$ cat src/rtl/regfile_dump_reader_pkg.sv
// Shared definitions for the register-file dump reader: default widths and
// FSM state encodings, also used by the CPU debug controller.
package regfile_dump_reader_pkg;

  localparam int DATA_W_DEF = 32;
  localparam int ADDR_W_DEF = 5;

  localparam logic [2:0] S_IDLE      = 3'd0;
  localparam logic [2:0] S_HALT_WAIT = 3'd1;
  localparam logic [2:0] S_FETCH     = 3'd2;
  localparam logic [2:0] S_SEND      = 3'd3;
  localparam logic [2:0] S_FINISH    = 3'd4;

  typedef enum logic [2:0] {
    ST_IDLE      = S_IDLE,
    ST_HALT_WAIT = S_HALT_WAIT,
    ST_FETCH     = S_FETCH,
    ST_SEND      = S_SEND,
    ST_FINISH    = S_FINISH
  } state_e;

endpackage

$ cat src/rtl/regfile_dump_reader.sv
// Debug-side register file reader: halts the pipeline, walks a (possibly
// wrapping) index range through the debug read port and streams each value
// with its index over a valid/ready handshake.
module regfile_dump_reader
  import regfile_dump_reader_pkg::*;
#(
  parameter int DATA_W = DATA_W_DEF,
  parameter int ADDR_W = ADDR_W_DEF
) (
  input  logic              clock,
  input  logic              reset,
  input  logic              start,
  input  logic [ADDR_W-1:0] first_reg,
  input  logic [ADDR_W-1:0] last_reg,
  output logic              halt_req,
  input  logic              halt_ack,
  output logic [ADDR_W-1:0] DbgReadReg,
  input  logic [DATA_W-1:0] DbgReadData,
  output logic [DATA_W-1:0] out_data,
  output logic [ADDR_W-1:0] out_index,
  output logic              out_last,
  output logic              out_valid,
  input  logic              out_ready,
  output logic              busy,
  output logic              done
);

  state_e            state_q, state_d;
  logic [ADDR_W-1:0] idx_q, idx_d;
  logic [ADDR_W-1:0] last_q, last_d;
  logic [DATA_W-1:0] out_data_q, out_data_d;
  logic [ADDR_W-1:0] out_index_q, out_index_d;
  logic              out_last_q, out_last_d;
  logic              out_valid_q, out_valid_d;

  // State, range counter and output word registers; reset clears everything.
  always_ff @(posedge clock) begin
    if (reset) begin
      state_q     <= ST_IDLE;
      idx_q       <= '0;
      last_q      <= '0;
      out_data_q  <= '0;
      out_index_q <= '0;
      out_last_q  <= 1'b0;
      out_valid_q <= 1'b0;
    end else begin
      state_q     <= state_d;
      idx_q       <= idx_d;
      last_q      <= last_d;
      out_data_q  <= out_data_d;
      out_index_q <= out_index_d;
      out_last_q  <= out_last_d;
      out_valid_q <= out_valid_d;
    end
  end

  // Next-state logic: latch range, wait for halt, fetch/send each index.
  always_comb begin
    state_d     = state_q;
    idx_d       = idx_q;
    last_d      = last_q;
    out_data_d  = out_data_q;
    out_index_d = out_index_q;
    out_last_d  = out_last_q;
    out_valid_d = out_valid_q;
    case (state_q)
      ST_IDLE: begin
        if (start) begin
          idx_d   = first_reg;
          last_d  = last_reg;
          state_d = ST_HALT_WAIT;
        end
      end
      ST_HALT_WAIT: begin
        if (halt_ack) state_d = ST_FETCH;
      end
      ST_FETCH: begin
        // Read port is combinational, so data for idx is valid this cycle.
        out_data_d  = DbgReadData;
        out_index_d = idx_q;
        out_last_d  = (idx_q == last_q);
        out_valid_d = 1'b1;
        state_d     = ST_SEND;
      end
      ST_SEND: begin
        if (out_ready) begin
          out_valid_d = 1'b0;
          if (out_last_q) begin
            state_d = ST_FINISH;
          end else begin
            // Natural ADDR_W-bit wrap gives the modulo-32 walk.
            idx_d   = idx_q + ADDR_W'(1);
            state_d = ST_FETCH;
          end
        end
      end
      ST_FINISH: begin
        state_d = ST_IDLE;
      end
      default: begin
        state_d = ST_IDLE;
      end
    endcase
  end

  // Halt is held from the cycle after start until the dump has drained.
  assign halt_req   = (state_q == ST_HALT_WAIT) || (state_q == ST_FETCH) ||
                      (state_q == ST_SEND);
  assign busy       = (state_q != ST_IDLE);
  assign done       = (state_q == ST_FINISH);
  assign DbgReadReg = idx_q;
  assign out_data   = out_data_q;
  assign out_index  = out_index_q;
  assign out_last   = out_last_q;
  assign out_valid  = out_valid_q;

endmodule

$ cat config.mk
export PLATFORM = sky130hd
export DESIGN_NAME = regfile_dump_reader
export DESIGN_NICKNAME = d
export VERILOG_FILES = /design/src/rtl/regfile_dump_reader_pkg.sv /design/src/rtl/regfile_dump_reader.sv
export SDC_FILE = /design/constraint.sdc
export NUM_CORES = 1
export LEC_CHECK = 0
export ABC_AREA = 1
export BUFFER_PORTS_ARGS = -buffer_cell sky130_fd_sc_hd__clkbuf_2
export CORE_ASPECT_RATIO = 0.75
export CORE_MARGIN = 5
export CORE_UTILIZATION = 40
export DETAILED_ROUTE_END_ITERATION = 8
export PLACE_DENSITY = 0.72
export RECOVER_POWER = 25
export SETUP_SLACK_MARGIN = 0.15
export SYNTH_ARGS = -nofsm -noshare
export SYNTH_HDL_FRONTEND = slang
export SYNTH_SLANG_ARGS = --single-unit
$ cat constraint.sdc
create_clock -name clock -period 1.75 [get_ports clock]
set_input_delay 0.175 -clock clock [delete_from_list [all_inputs] [get_ports clock]]
set_output_delay 0.175 -clock clock [all_outputs]
set_load 0.005 [all_outputs]
-- Yosys cells after proc, flatten, opt, wreduce, memory -nomap -nowiden
Index checks and enable logic that the tools add are counted.
- flip-flop bits (word level): 52
- word-level logic and storage cells: 38
- $add $sub $neg: 1
- equal/unequal tests: 9
- muxes and demuxes: 11
- reductions and logical operators: 10
- operators by type and width (kind ; number):
    two-way mux 5 bit ; 3
    two-way mux 3 bit ; 4
    one-hot mux 3 bit (4 select lines) ; 1
    one-hot mux 5 bit (2 select lines) ; 1
    != test 2 bit, second input constant ; 4
    equality test 3 x 2 -> 1 bit, second input constant ; 2
    adder 5 x 1 -> 5 bit, second input constant ; 1
    equality test 5 bit ; 1
    AND reduction 2 bit ; 2
    AND reduction 4 bit ; 1
    nonzero test 2 bit ; 2
    equality test 3 x 1 -> 1 bit, second input constant ; 1
    equality test 3 bit, second input constant ; 1
    logical NOT 3 bit ; 1
    AND reduction 3 bit ; 1
    nonzero test 3 bit ; 1
    logical OR 1 bit ; 2
    one-hot mux 1 bit (2 select lines) ; 1
    two-way mux 1 bit ; 1

-- Logic depth before layout (Yosys ltp)
Gate-level depths: netlist of run 1.
- depth after elaboration: 4
- gate-level depth with buffers: 9
- gate-level depth less buffers: 9

-- Least setup slack after synthesis of run 1
OpenSTA, ideal clock, no wires.
- kind: register to register
- from: register state_q[1]
- to: register idx_q[1], in the netlist DbgReadReg[1]
- arrival: 1.097 ns
- setup slack: 0.537 ns
- cell stages (with the launch flop): 6
- clock period less this slack: 1.213 ns
- cell sequence: dfxtp_1 -> nand3_2 -> o21ai_0 -> nand2_1 -> o21ai_0 -> nor2_1
- cells in the longest elaborated chain, start to end: 3
- elaborated cells between the ends (all ways): 8
- RTL lines (item ; line ; RTL):
    start: declaration ; regfile_dump_reader.sv:28 ; state_e state_q, state_d;
    start signal: assignment ; regfile_dump_reader.sv:47 ; state_q <= state_d;
    equality test 3 x 2 -> 1 bit / logical NOT 3 bit (equally long branches) ; regfile_dump_reader.sv:66 ; case (state_q)
    != test 2 bit (no source line) / nonzero test 2 bit (equally long branches) ; -- ;
    AND reduction 4 bit (no source line) ; -- ;
    end signal: assignment ; regfile_dump_reader.sv:48 ; idx_q <= idx_d;
    end: declaration ; regfile_dump_reader.sv:29 ; logic [ADDR_W-1:0] idx_q, idx_d;
Parallel ways exist; a longest one is shown, timed or not.
A chain may end at the register's enable or synchronous reset.

-- Worst setup path after layout of run 1
Ends and elaborated chain as after synthesis.

==> results of run 1 <==
## state kept, by name, summed over array words and instances, names as in the netlist
register    cells
out_last        1
last_q          5
state_q         3
out_data       32
DbgReadReg      5
out_index       5
out_valid       1
## cell type report
cell class                 count  area [µm²]  share of cell area
multi-input combinational    203       917.1              0.3397
clock inverter                 3       27.53             0.01019
tap                           72       90.09             0.03336
timing repair buffer          97       491.7              0.1821
inverter                      17       63.81             0.02363
clock buffer                   5       68.82             0.02549
sequential                    52        1041              0.3855
## synth_stat cells, drive strengths merged
| cell type | instances |
|---|---|
| nor2 | 85 |
| nand4 | 3 |
| a21oi | 14 |
| nor3 | 2 |
| o21ai | 46 |
| buf | 6 |
| nand3 | 12 |
| ha | 1 |
| inv | 17 |
| xor2 | 1 |
| o21a | 1 |
| nand2 | 36 |
| dfxtp | 52 |
| or2 | 1 |
| o221ai | 1 |
| clkbuf | 8 |
## placed cells by master (no fill, tap or decap)
cell type and n:
a21oi_1 14, buf_12 1, buf_4 3, clkbuf_1 13
clkbuf_2 80, clkbuf_8 5, clkinv_4 1, clkinvlp_4 1
dfxtp_1 52, ha_1 1, inv_1 16, inv_2 1
inv_8 1, nand2_1 33, nand2_2 2, nand2_4 1
nand3_1 11, nand3_2 1, nand4_1 3, nor2_1 82
nor2_2 2, nor2_4 1, nor3_1 2, o21a_1 1
o21ai_0 44, o21ai_1 2, o221ai_1 1, or2_2 1
xor2_1 1
## logic make-up after synthesis
| kind of cell | Yosys count | share of synthesized area |
|---|---|---|
| compound gates | 62 | 0.1519 |
| xor+xnor | 1 | 0.004202 |
| fa+ha+maj | 1 | 0.006001 |
| buf+inv | 31 | 0.06062 |
| flops | 52 | 0.4994 |
| simple gates | 139 | 0.2779 |
## per-stage QoR
stage / hold slack, ns / cells / setup slack, ns / instance area, µm²
2_1_floorplan: 0.3238 / 286 / 0.5371 / 2085
3_3_place_gp: 0.4139 / 441 / 0.3795 / 2620
3_5_place_dp: 0.4335 / 441 / 0.3363 / 2620
4_1_cts: 0.1022 / 449 / 0.3247 / 2716
5_1_grt: 0.1218 / 449 / 0.2065 / 2700
6_report: 0.1116 / 449 / 0.3192 / 2700
## power by group through the flow
stage / clock, mW / combinational (mW) / sequential, mW
after floorplan: 0 / 0.348 / 1.42
final: 0.715 / 0.588 / 1.40
after global placement: 0 / 0.591 / 1.43
after CTS: 0.743 / 0.604 / 1.41
after detailed placement: 0 / 0.601 / 1.43
after global routing: 0.783 / 0.679 / 1.43
## worst min path at each step
stage	from	endpoint	slack, ns	cells past startpoint
final	DbgReadData[12]	out_data[12]$_SDFFE_PP0P_	0.11	3
after floorplan	DbgReadData[15]	out_data[15]$_SDFFE_PP0P_	0.32	2
after detailed placement	DbgReadData[7]	out_data[7]$_SDFFE_PP0P_	0.43	3
after CTS	DbgReadData[12]	out_data[12]$_SDFFE_PP0P_	0.10	3
after global placement	DbgReadData[15]	out_data[15]$_SDFFE_PP0P_	0.41	3
after global routing	DbgReadData[6]	out_data[6]$_SDFFE_PP0P_	0.12	3
## per-layer routing
layer	vias to the layer above	wire (µm)	global-route usage
met5	-	0	0
met3	4	545	0.06736
met1	939	2489	0.1995
li1	1098	-	-
met4	0	25	0.03415
met2	78	2330	0.2480
## worst register-to-register path: stages, from the launching register on
cell and delay [ns]:
dfxtp_1 0.47, nand3_2 0.23, o21ai_0 0.26, nand2_1 0.16, o21ai_0 0.17, nor2_1 0.05
==> summary.md, run 1 <==
| Metric | Value |
|---|---|
| Initial antenna violation count | 0 |
| Synth Warn # | 0 |
| Max Cap Viol | 0 |
| Slew Limit Fails | 0 |
| DR WL/cell | ~12 µm |
| IO Pins | 94 |
| Core Area | around 0.005 mm² |
| GRT Overall Usage | 0.1567 |
| Crit path max-delay cell type | dfxtp_1 |
| GPL Wtd Cong | about 0.92 |
| Worst Hold Class | in2reg |
| Util after Layout | 0.5419 |
| Reg-to-reg setup timing slack | 0.32 ns |
| DRT Pass-1 Iters | 4 |
| Root buffer cell | clkbuf_8 |
| Final setup fails | 0 |
| Sw Share | 0.3142 |
| Cell area after synthesis | roughly 0.0021 mm² |
| DRC viols | 0 |
| CP peak stage delay | roughly 0.47 ns |
| Worst R2R End | DbgReadReg[1]$_SDFFE_PP0P_ |
| Setup TNS | 0 ns |
| Reg-to-Reg Start | state_q[1]$_SDFFE_PP0P_ |
| Diode count | 0 |
| Slew @ Worst Pin | roughly 0.32 ns |
| Required @ worst endpoint | between 1.5 and 2 ns |
| Via density | around 4.7 |
| Sequential Power Share | 0.519 |
| Comb power frac | 0.217 |
| CP Launch Type | register |
| Vias in the first global route | 1906 |
| Synth-to-layout area growth | 29.53% |
| CP cell instances | nand3_2 > o21ai_0 > nand2_1 > o21ai_0 > nor2_1 |
| Flops & latches, synth | between 50 and 60 |
| Routed wire length | around 5400 µm |
| Critical Path End Type | register |
| Worst-case clock buffer depth | 2 |
| Slew headroom | 0.7848 |
| Final hold violations | 0 |
| # fillers | ~540 |
| Seq/Total Area, Yosys | 0.4994 |
| Post-route minimum period | ~1.4 ns |
| Total nets after synthesis | around 330 |
| Area share of the largest cell type after synthesis | 0.4994 |
| CP top delay family | flip-flops |
| VDD IR max | about 0.53 mV |
| Max FO, Critical Path | 9 |
| Setup bufs post-CTS | 0 |
| DP HPWL | 3976 µm |
| Clk sinks | 52 |
| Most common cell on crit path | o21ai_0 |
| Cts-stage hold buffer count | 0 |
| Unrepaired setup endpoints after global routing | no |
| Yosys cell types | 24 |
| Die Area | between 0.006 and 0.007 mm² |
| P_leak | roughly 1.3 nW |
| Worst Path Buf+Inv | 0 |
| First-pass GRT wire length | between 8000 and 9000 µm |
| Num CTS Buffers | 5 |
| Kind of critical path | reg2reg |
| Largest net degree at the start of global routing | 41 |
| Die width | 93.36 µm |
| Nets | 424 |
| Post-CTS Resized | 0 |
| Leading post-synthesis cells by cell area | dfxtp_1 (50%), nor2_1 (15%), o21ai_0 (11%) |
| Share of cells above drive strength 1 | 0.2679 |
| Yosys top cell by area | dfxtp_1 |
| Critical path depth | 5 |
| Run status | complete, no violations |
| Power Density | about 1000 mW/mm² |
| End point of the critical path | DbgReadReg[1]$_SDFFE_PP0P_ |
| Reg clk slew, reported paths | about 0.10 ns |
| Clock power frac | 0.264 |
| Tot Pwr | about 2.7 mW |
| Max frequency | 0.6989 GHz |
| FF-to-FF path depth | 5 |
| Detailed Route Iter0 Violations | 88 |
| Switching power | approximately 0.85 mW |
| Skew-Pair Late Insertion Delay | around 0.31 ns |
| CTS tree | built |
| Port bufs | 93 |
| Synth Instances | between 200 and 300 |
| Detailed-route via count | about 2100 |
| Setup skew after layout | between 0.01 and 0.015 ns |
| GRT overflow | 0 |
| Remaining antenna violation count | 0 |
| Crit path launch | state_q[1]$_SDFFE_PP0P_ |
| Mean Syn Cell Area | roughly 7.3 µm² |
| Final worst path period share | 0.8176 |
| Num rows | 22 |
| Die H | roughly 73 µm |
| H-tree levels | 2 |
| Internal Power | 1.857 mW |
| Initial core utilization | 0.4184 |
| WP data arrival | approximately 1.7 ns |
No activity file was read; power rests on OpenSTA's default activity.
==> inputs of run 2 (changes only) <==
==> constraint.sdc (replaced) <==
create_clock -name clock -period 1.4 [get_ports clock]
set_input_delay 0.14 -clock clock [delete_from_list [all_inputs] [get_ports clock]]
set_output_delay 0.14 -clock clock [all_outputs]
set_load 0.005 [all_outputs]
==> run 2 against run 1 <==
Global-route usage down 0.12 points. Combinational power up 47%. Critical path depth up 3. Sequential share of layout area down 1.9 points. Final area up 6.6%. First-iteration DRC count up 15%. Largest cell class unchanged.
==> summary.md, run 2 (synthesized netlist as in run 1, its figures left out) <==
| Metric | Value |
|---|---|
| Kind of critical path | reg2reg |
| Slew @ Worst Pin | 0.2928 ns (-0.03001 ns) |
| IO Pins | 94 (unchanged) |
| Port bufs | 93 (unchanged) |
| Final hold violations | 0 (unchanged) |
| GRT overflow | 0 (unchanged) |
| Initial core utilization | 0.4184 (unchanged) |
| Die Area | 0.006770 mm² (unchanged) |
| Routed wire length | 5673 µm (+5.2%) |
| GPL Wtd Cong | 0.8857 (-3.6%) |
| Worst Hold Class | in2reg |
| DRT Pass-1 Iters | 4 (unchanged) |
| Max FO, Critical Path | 7 (-2) |
| DRC viols | 0 (unchanged) |
| Post-Place Setup Slack | 0.02614 ns (-0.3102 ns) |
| DR WL/cell | 12.39 µm (+3.1%) |
| Setup ws final | 0.1882 ns (-0.1310 ns) |
| Nets | 433 (+2.1%) |
| Via density | 4.633 (-1.8%) |
| Cts-stage hold buffer count | 0 (unchanged) |
| Worst-case clock buffer depth | 2 (unchanged) |
| Detailed Route Iter0 Violations | 101 (+15%) |
| GRT Overall Usage | 0.1556 (-0.001169) |
| Largest net degree at the start of global routing | 41 (unchanged) |
| Detailed-route via count | 2122 (+0.14%) |
| Critical Path End Type | register |
| Run status | complete, no violations |
| Max reg flops | 32 (unchanged) |
| Initial antenna violation count | 0 (unchanged) |
| Core Area | 0.004982 mm² (unchanged) |
| Die width | 93.36 µm (unchanged) |
| Post-route minimum period | 1.212 ns (-0.2190 ns) |
| Register Area | 0.001054 mm² (+1.2%) |
| Remaining antenna violation count | 0 (unchanged) |
| Num CTS Buffers | 5 (unchanged) |
| VDD IR max | 0.7344 mV (+39%) |
| Unrepaired setup endpoints after global routing | yes |
| Util after Layout | 0.5776 (+0.03566) |
| Slew Limit Fails | 0 (unchanged) |
| Multi-input logic area | 964.7 µm² (+5.2%) |
| Setup TNS | 0 ns (unchanged) |
| Diode count | 0 (unchanged) |
| Synth-to-layout area growth | 38.06% |
| Max Cap Viol | 0 (unchanged) |
| Most frequent cells in the layout | nor2_1 (81), clkbuf_2 (81), dfxtp_1 (48) |
| P_leak | 1.344 nW (+6.0%) |
| Reg clk slew, reported paths | 0.09 ns (about the same) |
| DP HPWL | 4092 µm (+2.9%) |
| H-tree levels | 2 (unchanged) |
| Slew headroom | 0.8048 (+0.02001) |
| Power Density | 1275 mW/mm² (+27%) |
| CP Launch Type | register |
| Clk sinks | 52 (unchanged) |
| Max frequency | 0.8252 GHz (+18%) |
| Num rows | 22 (unchanged) |
| # fillers | 473 (-12%) |
| Root buffer cell | clkbuf_8 |
| Skew-Pair Late Insertion Delay | 0.30 ns (about the same) |
| Setup skew after layout | 0.002591 ns (-0.007608 ns) |
| CTS tree | built |
| Die H | 72.52 µm (unchanged) |
| WP data arrival | 1.41 ns (-0.24 ns) |
| Share of cells above drive strength 1 | 0.3290 (+0.06111) |
| First-pass GRT wire length | 8631 µm (+0.81%) |
| Final worst path period share | 0.8655 (+0.04796) |
| Vias in the first global route | 1921 (+0.79%) |
| Required @ worst endpoint | 1.60 ns (-0.37 ns) |
| Final setup fails | 0 (unchanged) |
## run 2: cell type report
cell class	instances	share of cell area
clock buffer	6	0.02870
clock inverter	2	0.01348
inverter	17	0.02304
multi-input combinational	203	0.3352
sequential	52	0.3661
tap	72	0.03130
timing repair buffer	106	0.2022
## run 2: timing repair
action	in CTS	in global routing
pin swaps	3	4
setup buffers	2	2
gates cloned	0	1
endpoints found under the setup margin	14	21
resized for setup	6	25
## run 2: final timing paths
check                          endpoint               startpoint  depth (start not counted)  slack [ns]
max          DbgReadReg[0]$_SDFFE_PP0P_  state_q[1]$_SDFFE_PP0P_                          8        0.19
min           out_data[15]$_SDFFE_PP0P_          DbgReadData[15]                          3        0.07
max reg2reg  DbgReadReg[0]$_SDFFE_PP0P_  state_q[1]$_SDFFE_PP0P_                          8        0.19
min reg2reg      last_q[2]$_SDFFE_PP0P_   last_q[2]$_SDFFE_PP0P_                          2        0.48
## run 2: critical path: stages, from the launching register on
cell and delay, ns:
dfxtp_4 0.40, inv_1 0.09, nand2_2 0.11, inv_4 0.05, nor2_2 0.15, nor2_4 0.06, buf_4 0.12, nor2_1 0.08
nor2_1 0.05
## run 2: stage by stage
stage	instances	hold WS [ns]	power [mW]	cell area, µm²
floorplan	286	0.2888	2.215	2085
global placement	445	0.3744	2.541	2650
detailed placement	445	0.3897	2.557	2650
CTS	455	0.06113	3.652	2795
global route	458	0.07998	3.892	2878
finish	458	0.07354	3.670	2878
## run 2: metal layers
| layer | GRT usage | wire, µm | vias up |
|---|---|---|---|
| met5 | 0 | 0 | - |
| met4 | 0.02927 | 25 | 0 |
| met3 | 0.05492 | 512 | 3 |
| met2 | 0.2433 | 2395 | 77 |
| met1 | 0.2094 | 2739 | 925 |
| li1 | - | - | 1117 |
## run 2: where the power goes
group          total (mW)  internal, mW  leakage, nW  switching, mW
combinational       0.862         0.389        0.856          0.473
sequential           1.75          1.64        0.427          0.110
clock                1.06         0.585       0.0614          0.476
==> inputs of run 3 (changes only) <==
--- a/config.mk
+++ b/config.mk
@@ -5,7 +5,7 @@
 export SDC_FILE = /design/constraint.sdc
 export NUM_CORES = 1
 export LEC_CHECK = 0
-export ABC_AREA = 1
+export ABC_AREA = 0
 export BUFFER_PORTS_ARGS = -buffer_cell sky130_fd_sc_hd__clkbuf_2
 export CORE_ASPECT_RATIO = 0.75
 export CORE_MARGIN = 5
==> run 3 against run 2 <==
Critical path type unchanged. Sequential share of layout area shrank 3.7 points. Critical endpoint is now state_q[1]$_SDFFE_PP0P_. The flow now finishes with violations (setup timing). Via count grew 0.75%. Synthesized cell count shrank 10%. Highest routed layer unchanged.
==> summary.md, run 3 <==
| Metric | Value |
|---|---|
| Run status | finished, violations left |
| Failing checks | setup timing |
| Slew headroom | 0.6573 (-0.1475) |
| Post-synth top flop | dfxtp_1 |
| Reg-to-reg setup timing slack | -0.02 ns (-0.20 ns) |
| Die width | 93.78 µm (+0.46%) |
| Cts-stage hold buffer count | 0 (unchanged) |
| DR WL/cell | 14.37 µm (+16%) |
| Num rows | 22 (unchanged) |
| Internal Power | 2.487 mW (-4.8%) |
| Hold Path Sink | out_data[0]$_SDFFE_PP0P_ |
| Max reg flops | 32 (unchanged) |
| Kind of critical path | reg2reg |
| Sequential Power Share | 0.470 (-0.006) |
| Worst R2R End | state_q[1]$_SDFFE_PP0P_ |
| Power Density | 1122 mW/mm² (-12%) |
| Slew Limit Fails | 0 (unchanged) |
| GRT overflow | 0 (unchanged) |
| EDFF count, synth | 0 (unchanged) |
| Remaining antenna violation count | 0 (unchanged) |
| Final hold violations | 0 (unchanged) |
| Slew @ Worst Pin | 0.5140 ns (+0.2212 ns) |
| Initial core utilization | 0.4203 (+0.001947) |
| GRT Overall Usage | 0.1801 (+0.02454) |
| Required @ worst endpoint | 1.63 ns (+0.03 ns) |
| DRT Pass-1 Iters | 6 (+2) |
| Routed wire length | 6336 µm (+12%) |
| Die H | 72.84 µm (+0.44%) |
| Comb power frac | 0.297 (+0.062) |
| First-pass GRT wire length | 9708 µm (+12%) |
| Leading post-synthesis cells by cell area | dfxtp_1 (49%), nand2_1 (14%), a21oi_1 (10%) |
| Detailed Route Iter0 Violations | 74 (-27%) |
| Num CTS Buffers | 5 (unchanged) |
| # fillers | 463 (-2.1%) |
| Hold path start | DbgReadData[0] |
| Diode count | 0 (unchanged) |
| Flops & latches, synth | 52 (unchanged) |
| Fin area | 0.003188 mm² (+11%) |
| Total nets after synthesis | 304 (-9.0%) |
| DP Area | 0.002726 mm² (+2.9%) |
| Max frequency | 0.7061 GHz (-14%) |
| GPL Wtd Cong | 0.7774 (-12%) |
| Initial antenna violation count | 0 (unchanged) |
| Sw Share | 0.3047 (+0.01633) |
| Core Area | 0.005010 mm² (+0.55%) |
| Post-synth ARST share | 0 (unchanged) |
| Most frequent cells in the layout | clkbuf_2 (81), nand2_1 (56), dfxtp_1 (49) |
| Area share of the largest cell type after synthesis | 0.4944 (-0.005044) |
| Crit path max-delay cell type | dfxtp_4 |
| Post-synth top cells | nand2_1 (78), dfxtp_1 (52), a21oi_1 (43) |
| WP data arrival | 1.65 ns (+0.24 ns) |
| Yosys cell types | 36 (+50%) |
| Mean Syn Cell Area | 8.226 µm² (+13%) |
| Die Area | 0.006830 mm² (+0.90%) |
| Multi-input logic area | 0.001132 mm² (+17%) |
| Vias in the first global route | 2058 (+7.1%) |
| Nets | 417 (-3.7%) |
| Yosys top cell by area | dfxtp_1 |
| Cell area after synthesis | 0.002106 mm² (+1.0%) |
| Skew-Pair Late Insertion Delay | 0.31 ns (about the same) |
| Post-route minimum period | 1.416 ns (+0.2044 ns) |
| Final setup fails | 3 (+3) |
| Final worst path period share | 1.012 (+0.1460) |
| Unrepaired setup endpoints after global routing | yes |
| Max FO, Critical Path | 7 (unchanged) |
| Switching power | 1.090 mW (+3.0%) |
| Detailed-route via count | 2138 (+0.75%) |
| Placed insts | 421 (-5.4%) |
| Setup ws final | -0.01621 ns (-0.2044 ns) |
| Setup skew after layout | 0.007943 ns (+0.005353 ns) |
| FF-to-FF path depth | 5 (-3) |
| Synth Warn # | 0 (unchanged) |
| IO Pins | 94 (unchanged) |
| Port bufs | 93 (unchanged) |
| H-tree levels | 2 (unchanged) |
| Reg-to-Reg Start | state_q[0]$_SDFFE_PP0P_ |
| P_leak | 1.347 nW (+0.22%) |
| Worst Hold Class | in2reg |
| Largest net degree at the start of global routing | 24 (-41%) |
| Count leader, synth | nand2_1 |
| Clock power frac | 0.233 (-0.056) |
| Hold path depth | 3 (unchanged) |
| CP peak stage delay | 0.37 ns (-0.03 ns) |
| Via density | 4.848 (+4.6%) |
| DRC viols | 0 (unchanged) |
| CP Launch Type | register |
| Layout Cells excl Fill | 441 (-3.7%) |
| Share of cells above drive strength 1 | 0.4824 (+0.1534) |
| CTS tree | built |
| Register Area | 0.001050 mm² (-0.36%) |
| Synth Instances | 256 (-10%) |
| Worst-case clock buffer depth | 2 (unchanged) |
| Seq/Total Area, Yosys | 0.4944 (-0.005044) |
| VDD IR max | 0.6387 mV (-13%) |
| Max Cap Viol | 0 (unchanged) |
| Root buffer cell | clkbuf_8 |
| Synth-to-layout area growth | 51.40% |
| Clk sinks | 52 (unchanged) |
| Reg clk slew, reported paths | 0.10 ns (about the same) |
| Critical Path End Type | register |
| CP cell instances | buf_4 > mux2_4 > o22a_1 > nor2_2 > mux2i_1 |
| DP HPWL | 4220 µm (+3.1%) |
| Commonest non-fill, non-tap cell in the layout | clkbuf_2 |
run 3: cell families after synthesis:
logic type / after synthesis / share of synthesized area
AND/OR/NAND/NOR: 114 / 0.2406
AO/OA/AOI/OAI: 56 / 0.1491
flip-flops: 52 / 0.4944
buffers and inverters: 20 / 0.04872
multiplexers: 8 / 0.04040
XOR/XNOR: 5 / 0.02080
adder cells (fa/ha/maj): 1 / 0.005941
run 3: routing by layer:
layer	vias up	part of all wire	GRT usage	wire length (µm)
li1	1075	-	-	-
met1	998	0.46	0.2323	2893
met2	61	0.48	0.2966	3023
met3	4	0.058	0.04948	365
met4	0	0.0084	0.05128	53
met5	-	0	0	0
run 3: critical path: cells and delay by family (launching register included):
family | cells | cell delay (ns)
AOI/OAI and AO/OA | 1 | 0.22
DFF | 1 | 0.37
and+or+nand+nor | 1 | 0.13
muxes | 2 | 0.49
buffers and inverters | 1 | 0.14
run 3: layout make-up:
type	instances	share of cell area
multi-input cells	184	0.3552
flip-flops and latches	52	0.3293
repair buffers	124	0.2594
well taps	72	0.02826
clock buffers	5	0.02159
clock inverters	2	0.003925
inverters	2	0.002355
run 3: power groups by stage:
stage / clock [mW] / sequential [mW] / combinational (mW)
after floorplan: 0 / 1.71 / 0.428
after global placement: 0 / 1.71 / 0.743
after detailed placement: 0 / 1.72 / 0.763
after CTS: 0.844 / 1.68 / 0.964
after global routing: 0.919 / 1.70 / 1.15
final: 0.834 / 1.68 / 1.06
run 3: how the worst max path moves through the flow:
stage                                       start                         end  slack, ns  depth (start not counted)
after global routing      state_q[0]$_SDFFE_PP0P_  DbgReadReg[1]$_SDFFE_PP0P_      -0.07                          5
final                     state_q[0]$_SDFFE_PP0P_     state_q[1]$_SDFFE_PP0P_      -0.02                          5
after global placement    state_q[1]$_SDFFE_PP0P_  DbgReadReg[0]$_SDFFE_PP0P_       0.02                          4
after floorplan           state_q[2]$_SDFFE_PP0P_      last_q[0]$_SDFFE_PP0P_       0.05                          5
after CTS                 state_q[0]$_SDFFE_PP0P_  DbgReadReg[0]$_SDFFE_PP0P_    -0.0009                          4
after detailed placement  state_q[1]$_SDFFE_PP0P_  DbgReadReg[0]$_SDFFE_PP0P_      -0.07                          4
run 3: timing repair:
item                       4_1_cts  5_1_grt
setup endpoints to repair       55       54
cloned                           2        1
gates resized for setup         46       28
pin swaps                       25        8
setup buffers                    7        3
run 3: stage by stage:
| step | power (mW) | worst slack, ns | hold WS, ns | setup TNS (ns) | utilization |
|---|---|---|---|---|---|
| CTS | 3.489 | -0.0009488 | 0.04165 | -0.0009488 | 0.6091 |
| global route | 3.765 | -0.07246 | 0.03527 | -0.2665 | 0.6364 |
| global placement | 2.452 | 0.02450 | 0.3614 | 0 | 0.5442 |
| finish | 3.576 | -0.01621 | 0.04158 | -0.03895 | 0.6364 |
| detailed placement | 2.479 | -0.07068 | 0.3673 | -0.5064 | 0.5442 |
| floorplan | 2.142 | 0.05275 | 0.2760 | 0 | - |
